$ cat config.mk
export PLATFORM = sky130hd
export DESIGN_NAME = pattern_delay_timer
export DESIGN_NICKNAME = d
export VERILOG_FILES = /design/src/rtl/pattern_delay_timer.sv
export SDC_FILE = /design/constraint.sdc
export NUM_CORES = 1
export LEC_CHECK = 0
export BUFFER_PORTS_ARGS = -buffer_cell sky130_fd_sc_hd__buf_2
export CORE_ASPECT_RATIO = 0.75
export CORE_MARGIN = 5
export CORE_UTILIZATION = 55
export CTS_CLUSTER_DIAMETER = 30
export DETAILED_ROUTE_END_ITERATION = 10
export PLACE_DENSITY = 0.76
export REMOVE_ABC_BUFFERS = 1
export SETUP_SLACK_MARGIN = 0.2
export SLEW_MARGIN = 20
export SYNTH_ARGS = -nofsm -noshare
export SYNTH_HDL_FRONTEND = slang
export SYNTH_SLANG_ARGS = --single-unit
$ cat constraint.sdc
create_clock -name clk -period 2.9 [get_ports clk]
set_input_delay 0.29 -clock clk [delete_from_list [all_inputs] [get_ports clk]]
set_output_delay 0.29 -clock clk [all_outputs]
set_load 0.01 [all_outputs]
$ cat src/rtl/pattern_delay_timer.sv
// Serial-start delay timer: hunts for a start pattern, shifts in a delay,
// counts (delay+1)*TICKS_PER_UNIT cycles, then holds done until ack/abort.
module pattern_delay_timer #(
  parameter int                   PATTERN_W      = 4,
  parameter logic [PATTERN_W-1:0] PATTERN        = 4'b1101,
  parameter int                   DELAY_W        = 4,
  parameter int                   TICKS_PER_UNIT = 1000
) (
  input  logic               clk,
  input  logic               reset,
  input  logic               data,
  input  logic               ack,
  input  logic               abort,
  output logic [DELAY_W-1:0] count,
  output logic               counting,
  output logic               done,
  output logic               busy
);

  localparam int HW = PATTERN_W - 1;
  localparam int SW = $clog2(PATTERN_W + 1);
  localparam int TW = $clog2(TICKS_PER_UNIT);
  localparam int BW = $clog2(DELAY_W) + 1;

  localparam logic [SW-1:0] SEEN_MAX  = SW'(PATTERN_W);
  localparam logic [SW-1:0] SEEN_ARM  = SW'(PATTERN_W - 1);
  localparam logic [TW-1:0] TICK_LAST = TW'(TICKS_PER_UNIT - 1);
  localparam logic [BW-1:0] BIT_LAST  = BW'(DELAY_W - 1);

  typedef enum logic [1:0] {
    S_SEARCH,
    S_SHIFT,
    S_COUNT,
    S_WAIT
  } state_t;

  state_t r_state;
  state_t w_next;

  // Only PATTERN_W-1 past bits matter; the live bit completes the window.
  logic [HW-1:0]        r_hist;
  logic [SW-1:0]        r_seen;
  logic [BW-1:0]        r_bit;
  logic [DELAY_W-1:0]   r_delay;
  logic [TW-1:0]        r_tick;

  logic [PATTERN_W-1:0] w_hcat;
  logic                 w_match;
  logic                 w_wrap;
  logic                 w_clear;

  assign w_hcat  = {r_hist, data};
  assign w_match = (w_hcat == PATTERN) && (r_seen >= SEEN_ARM);
  assign w_wrap  = (r_tick == TICK_LAST);
  assign w_clear = (w_next == S_SEARCH) && (r_state != S_SEARCH);

  always_ff @(posedge clk) begin
    if (reset) r_state <= S_SEARCH;
    else       r_state <= w_next;
  end

  always_comb begin
    w_next = r_state;
    unique case (r_state)
      S_SEARCH: begin
        if (w_match) w_next = S_SHIFT;
      end
      S_SHIFT: begin
        if (abort)                w_next = S_SEARCH;
        else if (r_bit == BIT_LAST) w_next = S_COUNT;
      end
      S_COUNT: begin
        if (abort)                          w_next = S_SEARCH;
        else if (w_wrap && (r_delay == '0)) w_next = S_WAIT;
      end
      S_WAIT: begin
        if (ack || abort) w_next = S_SEARCH;
      end
      default: w_next = S_SEARCH;
    endcase
  end

  always_ff @(posedge clk) begin
    if (reset || w_clear) begin
      r_hist  <= '0;
      r_seen  <= '0;
      r_bit   <= '0;
      r_delay <= '0;
      r_tick  <= '0;
    end else begin
      unique case (r_state)
        S_SEARCH: begin
          r_hist <= w_hcat[HW-1:0];
          r_bit  <= '0;
          if (r_seen != SEEN_MAX) r_seen <= r_seen + SW'(1);
        end
        S_SHIFT: begin
          r_delay <= DELAY_W'({r_delay, data});
          r_bit   <= r_bit + BW'(1);
          r_tick  <= '0;
        end
        S_COUNT: begin
          if (w_wrap) begin
            r_tick <= '0;
            if (r_delay != '0) r_delay <= r_delay - DELAY_W'(1);
          end else begin
            r_tick <= r_tick + TW'(1);
          end
        end
        default: ;
      endcase
    end
  end

  always_comb begin
    count    = r_delay;
    counting = 1'b0;
    done     = 1'b0;
    busy     = 1'b0;
    unique case (r_state)
      S_SHIFT: busy = 1'b1;
      S_COUNT: begin
        counting = 1'b1;
        busy     = 1'b1;
      end
      S_WAIT:  done = 1'b1;
      default: ;
    endcase
  end

endmodule
### Word-level counts from Yosys, hierarchy flattened

Index checks and enable logic that the tools add are counted.

| operators by class | value |
|---|---|
| magnitude comparators | 1 |
| equal/unequal tests | 9 |
| muxes and demuxes | 16 |
| $add $sub $neg | 4 |
| reduce and logical (&&, ||, !) cells | 15 |

Operator list:

| operator | number |
|---|---|
| 10-bit one-hot mux with 2 select lines | 1 |
| 2-bit two-way mux | 6 |
| 10-bit by 1-bit adder with 10-bit output (second input constant) | 1 |
| 10-bit == test (second input constant) | 1 |
| 10-bit two-way mux | 1 |
| 4-bit two-way mux | 2 |
| 2-bit one-hot mux with 4 select lines | 1 |
| 4-bit one-hot mux with 2 select lines | 1 |
| 3-bit by 1-bit adder with 3-bit output (second input constant) | 2 |
| 3-bit one-hot mux with 2 select lines | 1 |
| 2-bit nonzero test | 3 |
| 2-bit == test (second input constant) | 2 |
| 4-bit == test (second input constant) | 1 |
| 2-bit zero test | 2 |
| 4-bit zero test | 1 |
| 2-bit inequality test (second input constant) | 2 |
| 4-bit nonzero test | 1 |
| 4-bit by 1-bit subtractor with 4-bit output (second input constant) | 1 |
| 3-bit by 2-bit == test with 1-bit output (second input constant) | 1 |
| 3-bit by 2-bit greater-or-equal comparator with 1-bit output (second input constant) | 1 |
| 1-bit logical AND | 3 |
| 1-bit two-way mux | 3 |
| 3-bit inequality test (second input constant) | 1 |
| 3-bit AND reduction | 1 |
| other kinds (4) | 5 |

| word-level totals | value |
|---|---|
| word-level logic and storage cells | 51 |
| bits of input ports | 5 |
| bits in registers | 25 |
| output and inout port bits | 7 |

### Logic depth before layout (Yosys ltp)

| logic depth | value |
|---|---|
| word-level depth | 8 |
| gate-level depth with buffers | 8 |
| mapped depth without buffers | 7 |

### Worst setup path before layout

OpenSTA, ideal clock, no wires.

| path | value |
|---|---|
| kind | reg2reg |
| start | reg r_state[0] |
| end | reg r_tick[2] |
| data required time | 2.826 ns |
| path slack | 1.069 ns |
| data arrival time | 1.757 ns |
| clock period less this slack | 1.831 ns |
| cell stages (with the launch flop) | 8 |
| path buffers | 1 |
| library setup time | 0.074 ns |
| cell sequence | dfxtp_1 inv_2 ha_1 a21oi_1 a2111oi_2 o31ai_4 buf_6 nor3_2 |

| on the way | value |
|---|---|
| cells in the longest elaborated chain, start to end | 6 |
| elaborated cells between the ends (all ways) | 17 |
| those cells by class | 3 x eq/ne; 8 x mux; 6 x reduce/logical |

RTL lines:

| what | line | source |
|---|---|---|
| start: declaration | 37 | `state_t r_state;` |
| start signal: assignment | 59 | `else r_state <= w_next;` |
| 2-bit two-way mux, on equally long branches | 74, 70 |  |
| 2-bit two-way mux, on equally long branches | 73, 69 |  |
| 2-bit one-hot mux with 4 select lines | 64 | `unique case (r_state)` |
| 2-bit zero test | 55 | `assign w_clear = (w_next == S_SEARCH) && (r_state != S_SEARCH);` |
| 1-bit logical AND | 55 |  |
| 1-bit logical OR | 84 | `if (reset \|\| w_clear) begin` |
| end signal: assignment | 107 | `r_tick <= r_tick + TW'(1);` |
| end: declaration | 45 | `logic [TW-1:0] r_tick;` |

Parallel ways exist; a longest one is shown, timed or not.
A chain may end at the register's enable or synchronous reset.

### Worst setup path in the final report

| path | value |
|---|---|
| start | reg r_state[1] |
| end | reg r_tick[7] |

The elaborated chain is that of the path after synthesis.

==> impl_results.md <==
* Status: completed
* First-pass GRT wire length at 4410 um
* Largest area contributor in the netlist: dfxtp_1
* Largest net degree at the start of global routing at 24
* Port bufs at 11
* Asr flop ratio synth at 0%
* Final Non-Filler Cells at 204
* GPL Wtd Cong at 0.826
* Yosys warns at 0
* Critical path peak fanout at 23
* Final core occ at 60.1%
* EDFF count, synth at 0
* DR vias at 1141
* Worst Path Arrival at 2570 ps
* Register area share after synthesis at 35.3%
* Max Freq at 0.420 GHz
* Wirelength per Cell at 13.2 um
* Max VDD drop at 0.000372 V
* Clk slew on worst S/H paths at 140 ps
* Yosys reg bits at 25
* Number of max-cap violations at 0
* RSZ-0062 raised after global routing: false
* Overflow after GRT at 0
* Initial Utilization at 55.8%
* Tcrit/Tclk final at 82.1%
* Die area at 3700 um2
* Total power at 707 uW
* Most frequent cell after synthesis: dfxtp_1
* Req. time, crit path at 3090 ps
* Cts hold-fix bufs at 0
* Worst hold path type: primary input to register
* Antenna Violating Nets Remaining at 0
* Setup CP Type: register to register
* Vias/cell at 5.59
* Crit start category: register
* Mapped Area at 1420 um2
* Layout cells sized above 1 at 20.8%
* FF-to-FF Start: r_state[1]
* Hold path startpoint: reset
* Worst Setup Slack, final at 518 ps
* DP Worst Slack at 502 ps
* Filler cell count at 240
* Static Leak at 0.609 nW
* CTS tree: yes
* Worst reg2reg path endpoint: r_tick[7]
* Worst reg2reg setup slack at 520 ps
* Synth cell count leaders: 25 x dfxtp_1, 20 x nor2_1, 12 x ha_1
* GRT Resource Usage Total at 16.1%
* Setup_tns at 0 ps
* FF-to-FF path depth at 7
* Synth top area cells: dfxtp_1 35%, ha_1 11%, nor2_1 5.3%, nor3_2 4.2%, a21oi_1 3.9%
* DIE WIDTH at 68.6 um
* Clock skew at 6.68 ps
* Resized Gates After CTS at 0
* Final wirelength at 2680 um
* Clk_lat worst skew at 330 ps
* CTS Buf Count at 3
* Min-Delay Endpoint: r_state[1]
* CTS Sinks at 25
* Post-route DRC violation count at 0
* Setup violators final at 0
* Yosys top cell area share at 35.3%
* Top_reg_cell synth: dfxtp_1
* Hold path depth at 2
* Avg Inst Size Synth at 9.03 um2
* Slew headroom at 30.4%
* Drt first-iter violations at 35
* Met2 wire length at 1270 um
* ANT cells at 0
* Area of placed instances at 1500 um2
* Ports at 12
* Final number of max-transition violations at 0
* Die Span Y at 54.0 um
* Design Area, Final at 1530 um2
* Wl on met1 at 1300 um
* Library cells used by synthesis at 39
* Clk buf depth at 2
* HPWL after DPL at 2020 um
* Top Metal Used: met4
* Hold WS at 138 ps
* Initial antenna violation count at 0
* Cells after Synth at 157
* Worst setup EP type: register
* Number of global-route vias before repair at 987
* Dpl cells at 200
* Placeable Area at 2540 um2
* Min Tclk post-route at 2380 ps
* Endpoints failing hold at 0
* Clock Root Buffer: clkbuf_4
* Fin nets at 186
* Synth-to-layout area growth at 7.77%
* Post-CTS setup buffer count at 0
* Pwr dens at 463 nW/um2
* Slew @ Worst Pin at 1040 ps
* Routed wl met3 at 92 um
* H-tree Lvls at 1
* FP Rows at 16
* Router iterations before antenna repair at 4
## cells by family (layout without fill, tap and decap cells)
logic type	after synthesis	count (layout)	share of synthesized area, %
adders and majority gates	12	12	10.6
DFF	25	25	35.3
buffers and inverters	18	29	5.38
AOI/OAI and AO/OA	32	32	16.5
and+or+nand+nor	57	57	23.8
muxes	4	4	2.82
xor gates and xnor gates	9	9	5.56
## cell usage in the layout (no fill, tap or decap), drive strengths merged, types with 2 or more instances in the layout
cell type	instances
buf	12
a31oi	3
inv	13
nand4	4
o21ai	6
clkbuf	3
nand2b	3
nor2b	2
dfxtp	25
a211oi	3
nor3	10
and3	3
mux2i	4
xor2	4
nand2	5
nor2	21
a21oi	11
o22ai	2
ha	12
xnor2	5
nand4b	4
## state kept, by name, summed over array words and instances, names as in the netlist
| signal | count |
|---|---|
| r_tick | 10 |
| count | 4 |
| r_bit | 3 |
| r_hist | 3 |
| r_seen | 3 |
| r_state | 2 |
## critical path, stage by stage, from the launching register on
cell and delay [ps]:
dfxtp_1 400, inv_1 100, ha_1 270, inv_2 150
or4_4 140, o311ai_2 130, o31ai_4 900, nor3_1 140
## power breakdown
group | internal (mW) | switching (mW)
Clock | 0.0528 | 0.108
Combinational | 0.0644 | 0.0922
Sequential | 0.368 | 0.0222
Total | 0.485 | 0.222
## final cells by class
cell class,instances,area (um2),share of cell area (%)
clock buffer,3,22.5,1.47
clock inverter,1,7.51,0.491
inverter,13,48.8,3.19
multi-input combinational,114,841,55.0
sequential,25,500,32.8
tap,36,45.0,2.95
timing repair buffer,12,62.6,4.09
## metal layers
metal / global-route usage [%] / vias to the layer above
li1: - / 576
met1: 19.7 / 537
met2: 26.5 / 24
met3: 5.01 / 4
met4: 5.94 / 0
met5: 0 / -
## worst max-delay path by stage
| stage | start | to |
|---|---|---|
| after global routing | r_state[1] | r_tick[6] |
| after global placement | r_state[0] | r_tick[6] |
| final | r_state[1] | r_tick[7] |
| after floorplan | r_state[0] | r_tick[6] |
| after CTS | r_state[1] | r_tick[7] |
| after detailed placement | r_state[1] | r_tick[7] |
No activity file was read; power rests on OpenSTA's default activity.
